## config.mk

```make
export PLATFORM = sky130hd
export DESIGN_NAME = fetch_flat
export DESIGN_NICKNAME = d
export VERILOG_FILES = /design/src/rtl/pipeline_pkg.sv /design/src/rtl/fetch_if.sv /design/src/rtl/fetch_buf.sv /design/src/rtl/fetch.sv /design/src/flat_wrapper.sv
export SDC_FILE = /design/constraint.sdc
export NUM_CORES = 1
export LEC_CHECK = 0
export ABC_CLOCK_PERIOD_IN_PS = 5130
export CAP_MARGIN = 15
export CORE_AREA = 2 2 116 118
export DETAILED_ROUTE_END_ITERATION = 16
export DIE_AREA = 0 0 118 120
export DONT_BUFFER_PORTS = 1
export PLACE_DENSITY = 0.65
export SETUP_SLACK_MARGIN = 0.5
export SLEW_MARGIN = 15
export SYNTH_ARGS = -nofsm -noshare
export SYNTH_HDL_FRONTEND = slang
export SYNTH_SLANG_ARGS = --single-unit
```

## constraint.sdc

```tcl
create_clock -name clk -period 5.13 [get_ports clk]
set_input_delay 1.026 -clock clk [delete_from_list [all_inputs] [get_ports clk]]
set_output_delay 1.026 -clock clk [all_outputs]
set_load 0.01 [all_outputs]
```

## src/rtl/pipeline_pkg.sv

```systemverilog
// Shared pipeline constants and the fetch buffer entry type.
package pipeline_pkg;

   localparam logic [15:0] RESET_PC        = 16'h0000;
   localparam logic [15:0] NOP_INSTR       = 16'h0000;
   localparam int unsigned FETCH_BUF_DEPTH = 2;

   typedef struct packed {
      logic [15:0] pc;
      logic [15:0] instr;
   } fetch_entry_t;

   // Program counter advance; wraps naturally at 16 bits.
   function automatic logic [15:0] pc_next(input logic [15:0] pc);
      return pc + 16'd1;
   endfunction

endpackage

```

## src/rtl/fetch_if.sv

```systemverilog
// Fetch-stage bus: instruction memory port, decode-side controls and head outputs.
interface fetch_if;

   logic [15:0] mem_addr;
   logic        mem_rd_en;
   logic [15:0] mem_rdata;
   logic        stall;
   logic        flush;
   logic [15:0] branch_target;
   logic        halt;
   logic [15:0] instr_out;
   logic [15:0] pc_out;
   logic        bubble_out;

   modport master (
      output mem_addr, mem_rd_en, instr_out, pc_out, bubble_out,
      input  mem_rdata, stall, flush, branch_target, halt
   );

   modport slave (
      input  mem_addr, mem_rd_en, instr_out, pc_out, bubble_out,
      output mem_rdata, stall, flush, branch_target, halt
   );

endinterface

```

## src/rtl/fetch_buf.sv

```systemverilog
// Two-entry {pc, instr} FIFO holding fetched words that decode has not yet taken.
module fetch_buf
   import pipeline_pkg::*;
(
   input  logic         clk,
   input  logic         rst_n,
   input  logic         push,
   input  fetch_entry_t push_data,
   input  logic         pop,
   input  logic         clear,
   output logic [1:0]   count,
   output fetch_entry_t head
);

   localparam logic [1:0] FULL = 2'(FETCH_BUF_DEPTH);

   fetch_entry_t entries [FETCH_BUF_DEPTH];
   logic         wr_ptr;
   logic         rd_ptr;
   logic         do_push;
   logic         do_pop;

   always_comb begin
      do_pop  = pop && (count != 2'd0);
      do_push = push && ((count != FULL) || do_pop);
   end

   always_ff @(posedge clk or negedge rst_n) begin
      if (!rst_n) begin
         count  <= 2'd0;
         wr_ptr <= 1'b0;
         rd_ptr <= 1'b0;
      end else if (clear) begin
         count  <= 2'd0;
         wr_ptr <= 1'b0;
         rd_ptr <= 1'b0;
      end else begin
         if (do_push) wr_ptr <= ~wr_ptr;
         if (do_pop)  rd_ptr <= ~rd_ptr;
         count <= count + {1'b0, do_push} - {1'b0, do_pop};
      end
   end

   // Storage needs no reset: count gates every read of it.
   always_ff @(posedge clk) begin
      if (do_push && !clear) entries[wr_ptr] <= push_data;
   end

   assign head = entries[rd_ptr];

   a_no_overflow: assert property (@(posedge clk) disable iff (!rst_n)
      !(push && !pop && count == FULL));
   a_count_range: assert property (@(posedge clk) disable iff (!rst_n)
      count <= FULL);

endmodule

```

## src/rtl/fetch.sv

```systemverilog
// Instruction fetch: one request per cycle, 1-cycle memory latency, 2-entry skid buffer.
module fetch
   import pipeline_pkg::*;
(
   input  logic     clk,
   input  logic     rst_n,
   fetch_if.master  bus
);

   logic [15:0]  pc;
   logic [15:0]  inflight_pc;
   logic         inflight_valid;

   logic [1:0]   count;
   fetch_entry_t buf_head;
   fetch_entry_t push_data;
   fetch_entry_t head;

   logic         head_valid;
   logic         redirect;
   logic         consume;
   logic         push;
   logic         pop;
   logic [1:0]   post_count;
   logic         issue;

   always_comb begin
      head_valid = (count != 2'd0) || inflight_valid;
      push_data  = '{pc: inflight_pc, instr: bus.mem_rdata};
      head       = (count != 2'd0) ? buf_head : push_data;
      redirect   = bus.flush && !bus.halt;
      consume    = head_valid && !bus.stall && !bus.halt && !bus.flush;
      pop        = consume && (count != 2'd0);
      // A returning word goes to the buffer unless it is the head and taken now;
      // under halt it is parked there so nothing fetched is lost.
      if (bus.halt)
         push = inflight_valid && (count != 2'd2);
      else
         push = inflight_valid && !bus.flush && ((count != 2'd0) || !consume);
      post_count = count + {1'b0, push} - {1'b0, pop};
      issue      = !bus.halt && !bus.stall && !bus.flush && (post_count <= 2'd1);
   end

   // Reset gating keeps the memory port quiet even while inputs still toggle.
   assign bus.mem_rd_en  = rst_n && (issue || redirect);
   assign bus.mem_addr   = !rst_n ? RESET_PC : (redirect ? bus.branch_target : pc);
   assign bus.bubble_out = !head_valid;
   assign bus.instr_out  = head_valid ? head.instr : NOP_INSTR;
   assign bus.pc_out     = head_valid ? head.pc : RESET_PC;

   always_ff @(posedge clk or negedge rst_n) begin
      if (!rst_n) begin
         pc             <= RESET_PC;
         inflight_pc    <= RESET_PC;
         inflight_valid <= 1'b0;
      end else if (redirect) begin
         pc             <= pc_next(bus.branch_target);
         inflight_pc    <= bus.branch_target;
         inflight_valid <= 1'b1;
      end else if (issue) begin
         pc             <= pc_next(pc);
         inflight_pc    <= pc;
         inflight_valid <= 1'b1;
      end else begin
         inflight_valid <= 1'b0;
      end
   end

   fetch_buf u_buf (
      .clk       (clk),
      .rst_n     (rst_n),
      .push      (push),
      .push_data (push_data),
      .pop       (pop),
      .clear     (redirect),
      .count     (count),
      .head      (buf_head)
   );

   a_no_issue_full: assert property (@(posedge clk) disable iff (!rst_n)
      !(issue && count == 2'd2));
   a_halt_quiet: assert property (@(posedge clk) disable iff (!rst_n)
      !(bus.halt && bus.mem_rd_en));

endmodule
```

## src/flat_wrapper.sv

```systemverilog
// flat-port wrapper written by rule: the top's interface ports become plain ports
module fetch_flat import pipeline_pkg::*;
  (clk, rst_n, bus_mem_addr, bus_mem_rd_en, bus_instr_out, bus_pc_out, bus_bubble_out, bus_mem_rdata, bus_stall, bus_flush, bus_branch_target, bus_halt);
  fetch_if bus_i ();
  input  logic clk;
  input  logic rst_n;
  output wire logic [$bits(bus_i.mem_addr)-1:0] bus_mem_addr;
  output wire logic [$bits(bus_i.mem_rd_en)-1:0] bus_mem_rd_en;
  output wire logic [$bits(bus_i.instr_out)-1:0] bus_instr_out;
  output wire logic [$bits(bus_i.pc_out)-1:0] bus_pc_out;
  output wire logic [$bits(bus_i.bubble_out)-1:0] bus_bubble_out;
  input wire logic [$bits(bus_i.mem_rdata)-1:0] bus_mem_rdata;
  input wire logic [$bits(bus_i.stall)-1:0] bus_stall;
  input wire logic [$bits(bus_i.flush)-1:0] bus_flush;
  input wire logic [$bits(bus_i.branch_target)-1:0] bus_branch_target;
  input wire logic [$bits(bus_i.halt)-1:0] bus_halt;
  assign bus_mem_addr = bus_i.mem_addr;
  assign bus_mem_rd_en = bus_i.mem_rd_en;
  assign bus_instr_out = bus_i.instr_out;
  assign bus_pc_out = bus_i.pc_out;
  assign bus_bubble_out = bus_i.bubble_out;
  assign bus_i.mem_rdata = bus_mem_rdata;
  assign bus_i.stall = bus_stall;
  assign bus_i.flush = bus_flush;
  assign bus_i.branch_target = bus_branch_target;
  assign bus_i.halt = bus_halt;
  fetch u_core (.clk(clk), .rst_n(rst_n), .bus(bus_i));
endmodule
```

==> results of run 1 <==
==> synthesized netlist by cell type, types with 2 or more instances <==
master,number,share of area [%]
a21boi_0,7,1.0
a21o_1,2,0.29
a21oi_1,20,2.0
a31oi_1,5,0.61
and2_1,5,0.61
and3_1,4,0.49
buf_1,7,0.52
buf_2,5,0.49
buf_4,4,0.59
buf_6,2,0.44
clkbuf_1,11,0.81
dfrtp_1,37,18
edfxtp_1,64,38
ha_1,4,0.98
inv_1,3,0.22
mux2_2,2,0.44
mux2i_1,49,9.6
mux2i_4,3,1.3
nand2_1,39,2.9
nand2b_1,4,0.49
nand3_1,35,3.4
nor2_1,28,2.1
nor2b_1,11,1.4
nor3_1,8,0.79
nor4_1,2,0.25
nor4_2,2,0.49
o211ai_1,2,0.29
o21ai_0,41,4.0
o21ai_1,3,0.29
o31ai_1,2,0.29
xnor2_1,11,1.9
xor2_1,8,1.4
==> metal layers <==
metal	wire length, um	track usage, %	up-vias	part of all wire, %
met5	0	0	-	0
met4	64	3.92	0	0.60
met3	558	4.56	5	5.2
met2	5290	25.3	93	49
met1	4810	20.0	1576	45
li1	-	-	1590	-
==> worst max-delay path, stage by stage <==
cell	delay, ns
nor4_2	0.42
ha_1	0.31
nor2b_1	0.17
xnor2_1	0.18
and2_1	0.44
nor2_8	0.08
inv_2	0.37
and2_1	0.25
==> final timing paths <==
kind,endpoint,slack (ns),depth (start not counted)
worst min register to register,u_core.pc[0],0.48,1
max in group asynchronous,u_core.u_buf.rd_ptr,4.66,0
worst max register to register,u_core.pc[8],2.24,10
min in group clk,u_core.pc[0],0.48,1
worst min-delay path,u_core.pc[12],0.37,0
worst max-delay path,bus_mem_rd_en,0.85,8
==> cell usage in the layout (no fill, tap or decap), types with 2 or more instances in the layout <==
master,n
nor2b_1,11
a31oi_1,5
xnor2_1,11
nor2_1,25
o21ai_0,41
inv_6,3
and2_1,5
edfxtp_1,64
a21boi_0,7
and3_1,4
mux2i_4,3
mux2i_1,49
nand3_1,35
o21ai_1,3
dfrtp_1,36
nand2b_1,4
ha_1,4
o211ai_1,2
o31ai_1,2
inv_1,3
buf_4,6
clkbuf_16,9
nor3_1,8
a21o_1,2
nand2_1,39
nor2_2,2
nor4_2,3
mux2_2,2
xor2_1,8
a21oi_1,20
==> where the power goes <==
| part | total, mW | internal [mW] | switching [mW] |
|---|---|---|---|
| Clock | 0.637 | 0.335 | 0.302 |
| Combinational | 0.922 | 0.307 | 0.614 |
| Sequential | 1.31 | 1.12 | 0.193 |
| Total | 2.87 | 1.76 | 1.11 |
==> flip-flops by register name (all words and copies together) (netlist names) <==
name and flops:
u_core.u_buf.entries 64, u_core.inflight_pc 16, u_core.u_buf.wr_ptr 1, u_core.pc 16, u_core.inflight_valid 1, u_core.u_buf.rd_ptr 1
u_core.u_buf.count 2
==> through the flow <==
step	hold slack, ns	instance area (um^2)	setup slack, ns	utilization (%)
floorplan	0.446	5090	0.892	-
global placement	0.481	5230	0.811	40.3
detailed placement	0.474	5230	0.699	40.3
CTS	0.355	5510	0.686	42.4
global route	0.351	5510	0.659	42.5
finish	0.374	5510	0.850	42.5
==> logic make-up (layout without fill, tap and decap cells) <==
kind of cell / Yosys count / in the layout / synth area share, %
compound gates: 84 / 84 / 9.14
xor+xnor: 20 / 20 / 3.59
fa+ha+maj: 4 / 4 / 0.983
buf+inv: 33 / 26 / 3.14
flops: 101 / 101 / 55.9
mux: 54 / 54 / 11.4
simple gates: 149 / 149 / 15.8
==> final cells by class <==
cell class	count	area [um^2]	share of cell area, %
well taps	176	220	3.99
clock buffers	9	225	4.09
repair buffers	6	45.0	0.817
inverters	4	15.0	0.272
clock inverters	7	53.8	0.976
multi-input cells	311	2100	38.2
flip-flops and latches	101	2850	51.7
==> results.md, run 1 <==
- CTS tree: done
- I/O pin count: 87
- Count of flip-flops with a built-in enable after synthesis: 64
- Worst-path clk slew: 0.07 ns
- PostCTS Resize Cnt: 0
- Total global routing track utilization: 15.4%
- Port Buffer Count: 0
- H-tree lvl count: 3
- Crit Path Max Fanout: 29
- Hold buffer count at cts: 0
- Post-route clock period utilization: 83.4%
- Setup Skew: 0.00633 ns
- Layout Nets: 474
- Initial antenna violation count: 0
- Placed wire-length estimate after detailed placement: 7190 um
- Setup crit start: bus_stall
- Number of iterations in the first detailed-routing pass: 5
- Cell count after placement: 598
- Slew @ Worst Pin: 1.02 ns
- Arrival time at the worst endpoint: 3.25 ns
- Remaining routing DRC violations: 0
- Total Wirelength: 10700 um
- Most instantiated flip-flop cell in the synthesis netlist: edfxtp_1
- Vias in the first global route: 3159
- Power density of the placed cells: 520 nW/um^2
- Total core area: 13000 um^2
- Outcome: completed
- Number of antenna diodes: 0
- Kind of end point of the critical path: output port
- Non-filler cells in the finished layout: 614
- Die extent in y: 120 um
- Number of setup buffers added after CTS: 0
- Yosys reg bits: 101
- TritonCTS buffer count: 9
- Die extent in x: 118 um
- Synth warn: 0
- Clk root buf: clkbuf_16
- Num rows: 42
- Critical path class: input pin to output port
- Setup TNS: 0 ns
- Category of the worst setup path launch point: input pin
- MaxCap Viol Count: 0
- Number of design-rule violations left by the first detailed-router iteration: 128
- Floorplan die area: 14200 um^2
- Class of the most critical hold timing path: input pin to async pin
- Starting Density: 39.2%
- Mean cell area of the mapped netlist: 11.4 um^2
- Part of the Yosys area used for sequential elements: 55.9%
- Syn_nets: 486
- Number of inserted filler cells in the final layout: 1239
- Unique masters post-synth: 47
- Worst vdd rail ir drop: 0.000262 V
- Final setup violation count: 0
- Detail-routed via count per cell: 5.32
- RSZ-0062 raised after global routing: false
- Overall Power: 2.87 mW
- Routed WL per cell: 17.5 um
- Detailed-route via count: 3264
- Proportion of layout cells with a drive suffix above 1: 9.82%
- Post-synthesis instance area: 5090 um^2
- Static leakage power: 1.97 nW
- Synth-to-layout area growth: 8.23%
- TritonCTS sink count: 101
- Post-synthesis async set-or-reset flop share: 36.6%
- Leftover overflow at the end of global routing: 0
- Worst reg2reg path startpoint: u_core.u_buf.count[1]
- GPL Wtd Cong: 0.833
- CTS Buffer Depth: 2
- Wire length of the first global-routing pass: 17100 um
- Antenna violation net count after detailed routing: 0
- Min cycle time layout: 4.28 ns
- CP required: 4.10 ns
- Largest net degree at the start of global routing: 65
- Peak Freq: 234 MHz
- Clock latency of the later-clocked register in the worst-skew pair: 0.34 ns
- Max-slew headroom: 32.2%
- Final Max Slew Viols: 0
- Synthesized instance count: 445
- Final hold vios: 0
(Power assumes the default switching activity.)
==> inputs of run 2 (changes only) <==
- ABC_CLOCK_PERIOD_IN_PS: 5130 -> 3880
- PLACE_DENSITY: 0.65 -> 0.67
- clock period: 5.13 -> 3.88 ns (I/O delays scaled with it)
==> results.md, run 2 (synthesized netlist as in run 1, its figures left out) <==
- Outcome: completed
- Clk root buf: clkbuf_16
- Setup TNS: 0 ns
- Static leakage power: 2.03 nW
- Kind of end point of the critical path: output port
- Register area: 2850 um^2
- Routed WL per cell: 17.9 um
- Number of design-rule violations left by the first detailed-router iteration: 220
- Worst vdd rail ir drop: 0.000325 V
- Crit Path Max Fanout: 6
- Min cycle time layout: 3.17 ns
- Overall Power: 3.93 mW
- Non-filler cells in the finished layout: 623
- Leading registers by flop count: u_core.u_buf.entries x64, u_core.inflight_pc x16, u_core.pc x16
- Largest register FFs: 64
- I/O pin count: 87
- CTS Buffer Depth: 2
- Synth-to-layout area growth: 10.3%
- H-tree lvl count: 3
- Antenna violation net count after detailed routing: 0
- GR Util met2: 24.9%
- Total global routing track utilization: 16.0%
- Critical-path cell with the highest stage delay: dfrtp_2
- Arrival time at the worst endpoint: 2.40 ns
- Top reg by flops: u_core.u_buf.entries
- Wire length of the first global-routing pass: 17800 um
- Post-route clock period utilization: 81.7%
- Worst reg2reg path startpoint: u_core.u_buf.count[1]
- CP required: 3.10 ns
- Number of antenna diodes: 0
- Category of the worst setup path launch point: flip-flop
- Most frequent cells in the layout: edfxtp_1 (64), mux2i_1 (49), o21ai_0 (41)
- TritonCTS buffer count: 9
- RSZ-0062 raised after global routing: false
- Num rows: 42
- Number of inserted filler cells in the final layout: 1218
- Peak Freq: 315 MHz
- Final hold vios: 0
- Cell occurring most often along the worst timing path: and2_4
- CTS tree: done
- Setup Skew: 0.00603 ns
- Most frequent standard cell in the layout excluding fill and tap cells: edfxtp_1
- Setup crit start: u_core.u_buf.count[1]
- Die extent in x: 118 um
- MaxCap Viol Count: 0
- Clock latency of the later-clocked register in the worst-skew pair: 0.34 ns
- Largest net degree at the start of global routing: 65
- Port Buffer Count: 0
- Leftover overflow at the end of global routing: 0
- Most crowded layer after global routing: met2
- Slew @ Worst Pin: 1.05 ns
- Worst path top cell family by delay: simple AND/OR/NAND/NOR gates
- Total Wirelength: 11200 um
- Met3 track demand over resource in global routing: 3.75%
- GPL Wtd Cong: 0.818
- Floorplan die area: 14200 um^2
- Final instance area: 5620 um^2
- Proportion of layout cells with a drive suffix above 1: 13.0%
- Detailed-route via count: 3360
- Final setup violation count: 0
- Area of the multi-input gates: 2120 um^2
- Critical Path, Cell by Cell: nor3_1, a21oi_1, o211ai_1, ha_2, nor2b_2, xnor2_2, and2_4, nor2_8, inv_2, and2_4
- Biggest cell delay along the critical path: 0.44 ns
- Detail-routed via count per cell: 5.39
- Class of the most critical hold timing path: input pin to async pin
- Worst-path clk slew: 0.07 ns
- Hold slack: 0.121 ns
- Hold buffer count at cts: 0
- Buffers plus inverters on the worst setup path: 1
- Initial antenna violation count: 0
- Placed wire-length estimate after detailed placement: 7350 um
- Total core area: 13000 um^2
- Max-slew headroom: 30.0%
- Critical path class: flip-flop to output port
- Die extent in y: 120 um
- Starting Density: 39.2%
- Power density of the placed cells: 699 nW/um^2
- Met1 demand-to-capacity share in global routing: 22.1%
- Remaining routing DRC violations: 0
- Layout Nets: 483
- Final Max Slew Viols: 0
- Vias in the first global route: 3291
- TritonCTS sink count: 101
- Placed Area: 5270 um^2
- Cell count after placement: 602
- Number of iterations in the first detailed-routing pass: 5
[run 2: changes by cell type in the layout (fill, tap and decap cells not counted), moves of 2 or more]
| cell | change |
|---|---|
| buf_4 | +9 |
| and2_1 | -2 |
| inv_6 | -2 |
| and2_4 | +2 |
[run 2: area by class of cell]
cell class	count	share of cell area [%]
multi-input cells	311	37.8
inverters	4	0.267
flip-flops and latches	101	50.7
clock inverters	7	1.31
well taps	176	3.92
clock buffers	9	4.01
repair buffers	15	2.00
[run 2: layer usage]
metal	routed length, um	share of wire, %	up-vias
li1	-	-	1606
met1	5180	46	1638
met2	5130	46	106
met3	714	6.4	10
met4	146	1.3	0
met5	0	0	-
[run 2: worst register-to-register path, stage by stage, from the launching register on]
cell      delay (ns)
dfrtp_2         0.44
nor3_1          0.19
a21oi_1         0.06
o211ai_1        0.24
ha_2            0.32
nor2b_2         0.16
xnor2_2         0.16
and2_4          0.22
nor2_8          0.05
inv_2           0.07
buf_4           0.29
a31oi_1         0.13
a21oi_1         0.13
[run 2: final timing paths]
| path | end | slack, ns | cells after the start |
|---|---|---|---|
| max | bus_mem_rd_en | 0.71 | 10 |
| min | u_core.pc[5] | 0.12 | 0 |
| max reg2reg | u_core.pc[8] | 1.35 | 12 |
| min reg2reg | u_core.pc[0] | 0.49 | 1 |
| max in group asynchronous | u_core.u_buf.rd_ptr | 3.66 | 0 |
| min in group clk | u_core.pc[0] | 0.49 | 1 |
[run 2: metrics by stage]
step,utilization (%),setup WS [ns]
final,43.3,0.709
after global routing,43.3,0.545
after CTS,42.9,0.514
after detailed placement,40.6,0.626
after global placement,40.6,0.744
after floorplan,-,0.423
[run 2: what timing repair did]
| item | 4_1_cts | 5_1_grt |
|---|---|---|
| pin swaps | 0 | 2 |
| setup buffers | 0 | 5 |
| endpoints found under the setup margin | 1 | 1 |
| resized for setup | 2 | 3 |
[run 2: where the power goes]
part | internal (mW) | total, mW | switching, mW
Clock | 0.504 | 0.907 | 0.403
Combinational | 0.448 | 1.29 | 0.843
Sequential | 1.48 | 1.73 | 0.255
